**src/rtl/g729_basic_op_pkg.sv**
```systemverilog
// G.729 saturating 32-bit basic operators and the LSP-polynomial FSM state type.
// Each operator returns its result together with a flag that marks a clipped result.
package g729_basic_op_pkg;

    localparam logic [31:0] MAX_32 = 32'h7FFF_FFFF;
    localparam logic [31:0] MIN_32 = 32'h8000_0000;
    localparam logic [31:0] F_INIT = 32'h0100_0000;

    typedef struct packed {
        logic        sat;
        logic [31:0] val;
    } satRes_t;

    typedef enum logic [2:0] {
        IDLE,
        INIT,
        COPY,
        INNER,
        TAIL,
        DONE
    } lspPolState_t;

    function automatic satRes_t l_add(input logic [31:0] a, input logic [31:0] b);
        satRes_t     r;
        logic [32:0] s;
        s = {a[31], a} + {b[31], b};
        r.sat = (s[32] != s[31]);
        r.val = r.sat ? (s[32] ? MIN_32 : MAX_32) : s[31:0];
        return r;
    endfunction

    function automatic satRes_t l_sub(input logic [31:0] a, input logic [31:0] b);
        satRes_t     r;
        logic [32:0] s;
        s = {a[31], a} - {b[31], b};
        r.sat = (s[32] != s[31]);
        r.val = r.sat ? (s[32] ? MIN_32 : MAX_32) : s[31:0];
        return r;
    endfunction

    function automatic satRes_t l_shl1(input logic [31:0] x);
        satRes_t r;
        r.sat = (x[31] != x[30]);
        r.val = r.sat ? (x[31] ? MIN_32 : MAX_32) : {x[30:0], 1'b0};
        return r;
    endfunction

    // Only (-1)*(-1) can overflow the doubled 16x16 product.
    function automatic satRes_t l_mult(input logic [15:0] a, input logic [15:0] b);
        satRes_t            r;
        logic signed [31:0] p;
        p = $signed(a) * $signed(b);
        r.sat = (a == 16'h8000) && (b == 16'h8000);
        r.val = r.sat ? MAX_32 : (p <<< 1);
        return r;
    endfunction

    function automatic satRes_t l_msu(input logic [31:0] acc, input logic [15:0] a,
                                      input logic [15:0] b);
        satRes_t m;
        satRes_t r;
        m = l_mult(a, b);
        r = l_sub(acc, m.val);
        r.sat = r.sat | m.sat;
        return r;
    endfunction

endpackage

```
**src/rtl/mpy_32_16.sv**
```systemverilog
// Combinational G.729 Mpy_32_16: 32-bit value split into hi/lo halves times a Q15 factor.
// Sets sat when either the hi product or the final accumulation clips.
module mpy_32_16
    import g729_basic_op_pkg::*;
(
    input  logic [31:0] x,
    input  logic [15:0] n,
    output logic [31:0] product,
    output logic        sat
);

    logic signed [31:0] hiExt;
    logic signed [31:0] nExt;
    logic signed [31:0] loFull;
    logic signed [31:0] loMul;
    logic signed [31:0] loTerm;
    satRes_t            hiProd;
    satRes_t            acc;

    assign hiExt  = {{16{x[31]}}, x[31:16]};
    assign nExt   = {{16{n[15]}}, n};
    // lo always lands in 0..32767, so lo*n and its Q15 rescale stay in range.
    assign loFull = ($signed(x) >>> 1) - (hiExt <<< 15);
    assign loMul  = loFull * nExt;
    assign loTerm = (loMul >>> 15) <<< 1;

    always_comb begin
        hiProd  = l_mult(x[31:16], n);
        acc     = l_add(hiProd.val, loTerm);
        product = acc.val;
        sat     = hiProd.sat | acc.sat;
    end

endmodule

```
**src/rtl/get_lsp_pol_fsm.sv**
```systemverilog
// Expands five Q15 LSPs into the six Q24 coefficients of F1(z)/F2(z), one MAC step per clock.
// Optional sticky clip flag `ovf` is built only when GET_LSP_POL_SAT_FLAG_EN is defined.
module get_lsp_pol_fsm
    import g729_basic_op_pkg::*;
(
    input  logic        clk,
    input  logic        reset,
    input  logic        start,
    input  logic [15:0] lsp1,
    input  logic [15:0] lsp2,
    input  logic [15:0] lsp3,
    input  logic [15:0] lsp4,
    input  logic [15:0] lsp5,
    output logic        done,
    output logic [31:0] f0,
    output logic [31:0] f1,
    output logic [31:0] f2,
    output logic [31:0] f3,
    output logic [31:0] f4,
    output logic [31:0] f5
`ifdef GET_LSP_POL_SAT_FLAG_EN
    ,
    output logic        ovf
`endif
);

    lspPolState_t stateReg, stateNext;
    logic [2:0]   iReg, iNext;
    logic [2:0]   kReg, kNext;
    logic [31:0]  fReg  [0:5];
    logic [31:0]  fNext [0:5];
    logic [15:0]  lspReg [0:4];
    logic [15:0]  lspCur;
    logic [2:0]   kMinus1, kMinus2;
    logic [31:0]  mpyProd;
    logic         mpySat;
    logic         satHit;
    satRes_t      msuRes, sumRes, diffRes, shlRes;

    assign lspCur  = lspReg[3'(iReg - 3'd1)];
    assign kMinus1 = kReg - 3'd1;
    assign kMinus2 = kReg - 3'd2;

    mpy_32_16 uMpy (
        .x       (fReg[kMinus1]),
        .n       (lspCur),
        .product (mpyProd),
        .sat     (mpySat)
    );

    always_comb begin
        stateNext = stateReg;
        iNext     = iReg;
        kNext     = kReg;
        fNext     = fReg;
        satHit    = 1'b0;
        msuRes    = '0;
        sumRes    = '0;
        diffRes   = '0;
        shlRes    = '0;
        case (stateReg)
            IDLE: if (start) stateNext = INIT;
            INIT: begin
                fNext[0]  = F_INIT;
                msuRes    = l_msu(32'd0, lspReg[0], 16'd512);
                fNext[1]  = msuRes.val;
                satHit    = msuRes.sat;
                iNext     = 3'd2;
                stateNext = COPY;
            end
            COPY: begin
                fNext[iReg] = fReg[3'(iReg - 3'd2)];
                kNext       = iReg;
                stateNext   = INNER;
            end
            // Descending k: f[k-1] read here is still the previous-pass value.
            INNER: begin
                shlRes      = l_shl1(mpyProd);
                sumRes      = l_add(fReg[kReg], fReg[kMinus2]);
                diffRes     = l_sub(sumRes.val, shlRes.val);
                fNext[kReg] = diffRes.val;
                satHit      = mpySat | shlRes.sat | sumRes.sat | diffRes.sat;
                if (kReg == 3'd2) stateNext = TAIL;
                else              kNext     = kMinus1;
            end
            TAIL: begin
                msuRes   = l_msu(fReg[1], lspCur, 16'd512);
                fNext[1] = msuRes.val;
                satHit   = msuRes.sat;
                if (iReg == 3'd5) begin
                    stateNext = DONE;
                end else begin
                    iNext     = iReg + 3'd1;
                    stateNext = COPY;
                end
            end
            DONE:    stateNext = IDLE;
            default: stateNext = IDLE;
        endcase
    end

    always_ff @(posedge clk or negedge reset) begin
        if (!reset) begin
            stateReg <= IDLE;
            iReg     <= '0;
            kReg     <= '0;
            for (int j = 0; j < 6; j++) fReg[j] <= '0;
            for (int j = 0; j < 5; j++) lspReg[j] <= '0;
        end else begin
            stateReg <= stateNext;
            iReg     <= iNext;
            kReg     <= kNext;
            fReg     <= fNext;
            if (stateReg == IDLE && start) begin
                lspReg[0] <= lsp1;
                lspReg[1] <= lsp2;
                lspReg[2] <= lsp3;
                lspReg[3] <= lsp4;
                lspReg[4] <= lsp5;
            end
        end
    end

    assign done = (stateReg == DONE);
    assign f0   = fReg[0];
    assign f1   = fReg[1];
    assign f2   = fReg[2];
    assign f3   = fReg[3];
    assign f4   = fReg[4];
    assign f5   = fReg[5];

`ifdef GET_LSP_POL_SAT_FLAG_EN
    logic ovfReg;

    always_ff @(posedge clk or negedge reset) begin
        if (!reset)                          ovfReg <= 1'b0;
        else if (stateReg == IDLE && start)  ovfReg <= 1'b0;
        else if (satHit)                     ovfReg <= 1'b1;
    end

    assign ovf = ovfReg;
`else
    logic unusedSat;
    assign unusedSat = satHit;
`endif

endmodule

```
**config.mk**
```make
export PLATFORM = sky130hd
export DESIGN_NAME = get_lsp_pol_fsm
export DESIGN_NICKNAME = d
export VERILOG_FILES = /design/src/rtl/g729_basic_op_pkg.sv /design/src/rtl/mpy_32_16.sv /design/src/rtl/get_lsp_pol_fsm.sv
export SDC_FILE = /design/constraint.sdc
export NUM_CORES = 2
export LEC_CHECK = 0
export CAP_MARGIN = 20
export CORE_MARGIN = 8
export CORE_UTILIZATION = 42
export DETAILED_ROUTE_END_ITERATION = 6
export HOLD_SLACK_MARGIN = 0.03
export PLACE_DENSITY = 0.57
export SETUP_SLACK_MARGIN = 0.15
export SYNTH_ARGS = -nofsm -noshare
export SYNTH_HDL_FRONTEND = slang
export SYNTH_SLANG_ARGS = --single-unit
```
**constraint.sdc**
```tcl
create_clock -name clk -period 41.3 [get_ports clk]
set_clock_uncertainty 0.2 [all_clocks]
set_input_delay 6.195 -clock clk [delete_from_list [all_inputs] [get_ports clk]]
set_output_delay 6.195 -clock clk [all_outputs]
set_load 0.01 [all_outputs]
```
==> results.md <==
- For this run, the leading register cell type out of synthesis is sky130_fd_sc_hd__dfrtp_1.
- In the final layout, the multi-input gates occupy 32200 sq um.
- The footprint of the flip-flops and latches is 7040 sq um.
- The final number of max-transition violations was 0.
- The largest net degree at the start of global routing is 102.
- The cell count after synthesis came out at 4923.
- Counting the fill cells in the layout gives 9745.
- The first-iteration detailed-routing DRC count is 5133.
- TritonCTS created 37 clock buffers.
- The count of max-cap constraint violations is 0.
- The critical path is of the flip-flop to flip-flop type.
- The most numerous cell type found on the critical path is sky130_fd_sc_hd__inv_1.
- The number of flops mapped to enable cells by yosys is 0.
- The biggest cell delay along the critical path is 960 ps.
- The fraction of synthesized cell area taken by the top area cell type is 20.7%.
- TritonCTS built the clock tree.
- The area overhead of the layout relative to synthesis is 12.8%.
- The post-route non-filler standard cell count is 6386.
- The die covers 111000 sq um.
- The vertical die dimension is 334 microns.
- The run finished with clean final reports.
- In this run the remaining antenna-violating nets after routing total 0.
- The pin slew with the least headroom to its limit is 1260 ps.
- In this run, post-CTS repair resized a total of 0 instances.
- The final-report setup violation count is 0.
- Clock latency on the worst-skew pair, taken at its later pin, is 580 ps.
- After global routing the overflow that remains totals 0.
- Of the available clock period, the critical path in the final layout requires 44.6%.
- For this design, the sink count on the clock tree is 281.
- The sequential share of the synthesized area is 16.6%.
- At the worst endpoint, the arrival time is 18740 ps.
- A synthesized cell averages 8.62 sq um.
- Dividing the detail-routed wire length by the instance count gives 29.9 microns.
- In this run the horizontal extent of the chip is 334 microns.
- The first-pass detailed-route iteration total is 6.
- sky130_fd_sc_hd__inv_1 is the most common cell in the netlist.
- The post-layout utilization of the core is 47.8%.
- In this run the number of H-tree levels came out at 2.
- The half-perimeter wire length after detailed placement is 143000 microns.
- The number of nets produced by synthesis is 5774.
- The final-stage net count is 5904.
- The number of distinct library cells after synthesis is 87.
- The core area is 100000 sq um.
- The clock transition at the registers of the reported paths is 60 ps.
- Of all nets on the critical path, the largest fanout is 37.
- Once the floorplan was initialized, standard cells occupied 42.4% of the core.
- Summing every instance area after synthesis gives 42400 sq um.
- The slowest stage of the critical path belongs to the cell sky130_fd_sc_hd__ha_1.
- The via count of the first global-routing pass is 40128.
- Yosys attributes the largest share of cell area to sky130_fd_sc_hd__fa_1, sky130_fd_sc_hd__dfrtp_1, sky130_fd_sc_hd__ha_1.
- After detailed routing, the number of vias per cell comes to 6.35.
- The origin of the worst min-delay path is lspReg[31].
- The longest clock path from root to sink contains 3 buffers.
- The worst setup path is launched from a flip-flop.
- After detailed routing, the number of remaining DRC violations is 0.
- The data required time of the critical path is 41620 ps.
- Across all layers, the routed design uses 40571 vias.
- The worst pin sits at a relative slew slack of 15.9%.
- The beginning of the worst register-to-register path is iReg[1].
- The shortest period the worst path allows is 18420 ps.
- The buffer count from post-CTS setup fixing is 0.
- At the end of routability-driven placement, the weighted congestion stood at 0.998.
- The peak clock frequency supported by timing is 54.3 MHz.
- The initialized floorplan defines 116 standard-cell rows.
- The initial antenna violation count is 13.
- The most critical setup path has its startpoint at iReg[1].
- After detailed placement, the design holds a cell count of 6310.
- The total number of yosys warnings is 0.
- The cell taking the most area after synthesis is sky130_fd_sc_hd__fa_1.
- After detailed routing, the total wire length is 191000 microns.
- In this run the tool buffered the top-level ports with 275 buffer cells.
- Counting flops with an async set or reset pin after synthesis yields a share of 100%.
- Sorting the synthesized cells by how often they occur yields sky130_fd_sc_hd__inv_1, sky130_fd_sc_hd__nand2_1, sky130_fd_sc_hd__nor2_1.
- The fraction of final layout cells with drive strength greater than 1 is 9.21%.
- The number of hold violations in the final report was 0.
- For this design, the CTS-stage hold fixing added 0 buffers.
- The flip-flop and latch count after synthesis is 281.
- The boundary pin count is 276.
- Setup repair after global routing left no endpoint under its margin.
- The global-route total usage across every layer is 33.4%.
- The min-delay analysis places its worst path in the category flip-flop to flip-flop.
- Summed over all failing endpoints, the final setup total negative slack is 0 ps.
- The root buffer cell is sky130_fd_sc_hd__clkbuf_16.
- The first-pass GRT wire length is 277000 microns.
- The endpoint kind of the worst setup timing path is a flip-flop.
metal layers:
layer / wire length, microns / vias up / track usage [%]
met4: 12700 / 14 / 17.2
met1: 75100 / 20265 / 43.7
li1: - / 17110 / -
met5: 161 / - / 0.521
met3: 23500 / 606 / 10.6
met2: 79500 / 2576 / 49.3
final timing paths:
path,end,slack [ps],cells past startpoint
max in group asynchronous,lspReg[55],33290,3
min,lspReg[31],300,1
min in group asynchronous,f3[30],5460,1
min reg2reg,lspReg[31],300,1
max,f4[0],22880,58
max reg2reg,f4[0],22880,58
logic make-up after synthesis:
group	share of synthesized area, %
AND/OR/NAND/NOR	13.9
buffers and inverters	7.88
AO/OA/AOI/OAI	17.8
XOR/XNOR	3.38
multiplexers	9.82
flip-flops	16.6
adder cells (fa/ha/maj)	30.6
layout make-up:
type / instances / area share (%)
clock buffers: 54 / 2.36
diodes: 8 / 0.0418
multi-input cells: 3772 / 67.2
clock inverters: 12 / 0.356
well taps: 1298 / 3.39
inverters: 589 / 4.62
flip-flops and latches: 281 / 14.7
repair buffers: 372 / 7.29
critical path: cells and delay by family, from the launching register on:
kind            cells  cell delay (ps)
compound gates     26             7170
fa+ha+maj          12             5220
buf+inv            10             2910
simple gates        8             2170
flops               1              330
xor+xnor            2              250
registers in the layout (all words and copies together), names as in the netlist:
register	cells
f0	32
f1	32
f2	32
f3	32
f4	32
f5	32
iReg	3
kReg	3
lspReg	80
stateReg	3
cell usage in the layout (no fill, tap or decap), drive strengths merged, types with 97 or more instances in the layout:
master	n
inv	587
fa	439
nor2	522
a21oi	254
mux2	110
xnor2	102
buf	97
nand2	566
clkdlybuf4s50	274
o21ai	253
ha	329
dfrtp	281
mux2i	146
metrics by stage:
stage / hold WS, ps / area [sq um] / setup slack, ps
after global routing: 323 / 47800 / 21740
after CTS: 307 / 47800 / 23200
after global placement: 287 / 46500 / 23510
after floorplan: 273 / 42400 / 25400
after detailed placement: 295 / 46500 / 23280
final: 304 / 47900 / 22880
Power is left out: the tool's default activity adds up to more than one toggle a clock period on the data nets, which glitch-free logic cannot reach.
==> edit, RTL diff (same flow settings) <==
Build with the macro `GET_LSP_POL_SAT_FLAG_EN` defined.
--- a/src/rtl/get_lsp_pol_fsm.sv
+++ b/src/rtl/get_lsp_pol_fsm.sv
@@ -1,5 +1,7 @@
 // Expands five Q15 LSPs into the six Q24 coefficients of F1(z)/F2(z), one MAC step per clock.
 // Optional sticky clip flag `ovf` is built only when GET_LSP_POL_SAT_FLAG_EN is defined.
+`define GET_LSP_POL_SAT_FLAG_EN
+
 module get_lsp_pol_fsm
     import g729_basic_op_pkg::*;
 (
Function (old outputs only; new: ovf): same outputs for any inputs over 4 cycles, from zero or initial values and one cycle with reset low; that may be too few to reach the edited logic, so the function may still have changed.
==> edit against the unedited design <==
  * Wire length shrank 0.92%
  * Sequential cell count grew 1
  * Maximum frequency shrank 0.74%
  * Setup slack lost 0.14 ns
  * Final area grew 0.29%
  * Area after synthesis grew 0.22%
  * Global-route usage shrank 0.41 points
  * Via count shrank 0.15%
  * Critical endpoint is now f3[25]$_DFFE_PN0P_
Power is left out: the tool's default activity adds up to more than one toggle a clock period on the data nets, which glitch-free logic cannot reach.
==> edit: results (changes against the unedited design) <==
----------------------------------------------------
[Setup path]
  Length in cells of the worst reg-to-reg path ... 51 (-12%)
  Crit path largest cell delay ... 0.80 ns (-0.16 ns)
  Slowest stage cell, crit path ... sky130_fd_sc_hd__o21ai_2
  Capture point of the worst reg-to-reg path ... f3[25]$_DFFE_PN0P_
  Reg2Reg Setup Slack ... 22.74 ns (-0.14 ns)
  Data arrival time of the critical path ... 18.76 ns (+0.02 ns)
  Crit-path max FO ... 73 (+97%)
  Start point of the critical path ... kReg[1]$_DFFE_PN0P_

[STA]
  Final Hold Viols ... 0 (unchanged)
  Worst max-slew margin expressed relative to the limit ... 11.2% (-4.6 points)

[Outcome]
  Run status ... complete, no violations

[Global route]
  Wire length of the first global-routing pass ... 275000 um (-0.96%)
  Number of global-route vias before repair ... 39700 (-1.1%)
  Pin count of the biggest net entering global routing ... 187 (+83%)
  Number of antenna violations at the first check in global routing ... 12 (-1)
  GRT Resource Usage Total ... 33.0% (-0.41 points)

[Final layout]
  Post-layout net count ... 5874 (-0.51%)
  Filler-free cell count of the finished design ... 6350 (-0.56%)
  Layout cell share with drive strength beyond 1 ... 10.3% (+1.1 points)
  Biggest register ... lspReg

[Route]
  Detailed route wirelength on metal2 ... 80700 um (+1.5%)
  Vias after detailed routing ... 40500 (-0.15%)
  Post-route met1 wirelength ... 74200 um (-1.2%)
  Sum of met3 wire segment lengths after detailed routing ... 22600 um (-3.9%)
  First-iteration detailed-routing DRC count ... 4887 (-4.8%)
  Mean routed wirelength per cell ... 29.8 um (-0.36%)

[Synth]
  Syn Nets ... 5735 (-0.68%)
  Biggest area contributors in the synthesized netlist ... sky130_fd_sc_hd__fa_1 (21%), sky130_fd_sc_hd__dfrtp_1 (17%), sky130_fd_sc_hd__ha_1 (9.7%), sky130_fd_sc_hd__nand2_1 (5.3%), sky130_fd_sc_hd__inv_1 (5.0%)
  Most used standard cells in the synthesized netlist ... sky130_fd_sc_hd__nand2_1 (600), sky130_fd_sc_hd__inv_1 (567), sky130_fd_sc_hd__nor2_1 (478)
  Register area share after synthesis ... 16.6% (+0.022 points)
  Library cells used by synthesis ... 94 (+8.0%)
  Synthesized area per cell ... 8.70 um^2 (+1.0%)
  Number of warnings printed during yosys synthesis ... 0 (unchanged)

[Placement]
  Gp weighted congestion ... 1.02 (+2.3%)
  Count of placed standard cells including taps ... 6284 (-0.41%)
  DP HPWL ... 146000 um (+2.0%)
  Port bufs ... 276 (+0.36%)
  Instance area at placement ... 46700 um^2 (+0.45%)

[Hold path]
  Hold Path Sink ... lspReg[0]$_DFFE_PN0P_
  Number of cells on the worst hold path ... 1 (unchanged)
  Hold Path Origin ... lspReg[0]$_DFFE_PN0P_

[CTS]
  Clock tree root buffer cell ... sky130_fd_sc_hd__clkbuf_16
  Clock buffer count from CTS ... 34 (-8.1%)

----------------------------------------------------
[edit: cell families (layout without fill, tap and decap cells)]
family	after synthesis	in the layout	synth area share [%]
AOI/OAI and AO/OA	1086	1086	17.6
xor gates and xnor gates	153	153	3.19
adders and majority gates	783	783	30.7
buffers and inverters	846	1009	7.65
DFF	282	282	16.6
muxes	327	327	10.0
other	0	5	0
and+or+nand+nor	1407	1407	14.2
[edit: through the flow]
step / setup WS [ns] / hold slack (ns)
2_1_floorplan: 25.85 / 0.273
3_3_place_gp: 23.63 / 0.290
3_5_place_dp: 23.14 / 0.289
4_1_cts: 23.12 / 0.303
5_1_grt: 21.87 / 0.314
6_report: 22.74 / 0.299
[edit: worst reg2reg max path, delay by kind of cell, from the launching register on]
| family | cells | cell delay, ns |
|---|---|---|
| xor+xnor | 1 | 0.27 |
| flops | 1 | 0.32 |
| compound gates | 20 | 7.20 |
| fa+ha+maj | 11 | 5.20 |
| simple gates | 10 | 2.71 |
| mux | 1 | 0.50 |
| buf+inv | 8 | 1.94 |
[edit: final cells by class]
type | instances | area (um^2)
Clock inverter | 14 | 244
Antenna cell | 5 | 12.5
Inverter | 571 | 2140
Fill cell | 9675 | 52100
Multi-Input combinational cell | 3756 | 32300
Timing Repair Buffer | 378 | 3560
Sequential cell | 282 | 7070
Clock buffer | 46 | 1010
Tap cell | 1298 | 1620
[edit: layer usage]
layer / vias to the layer above / GRT usage [%]
met5: - / 0.955
met4: 12 / 15.8
met3: 570 / 9.41
met2: 2656 / 49.8
met1: 20200 / 43.3
li1: 17100 / -
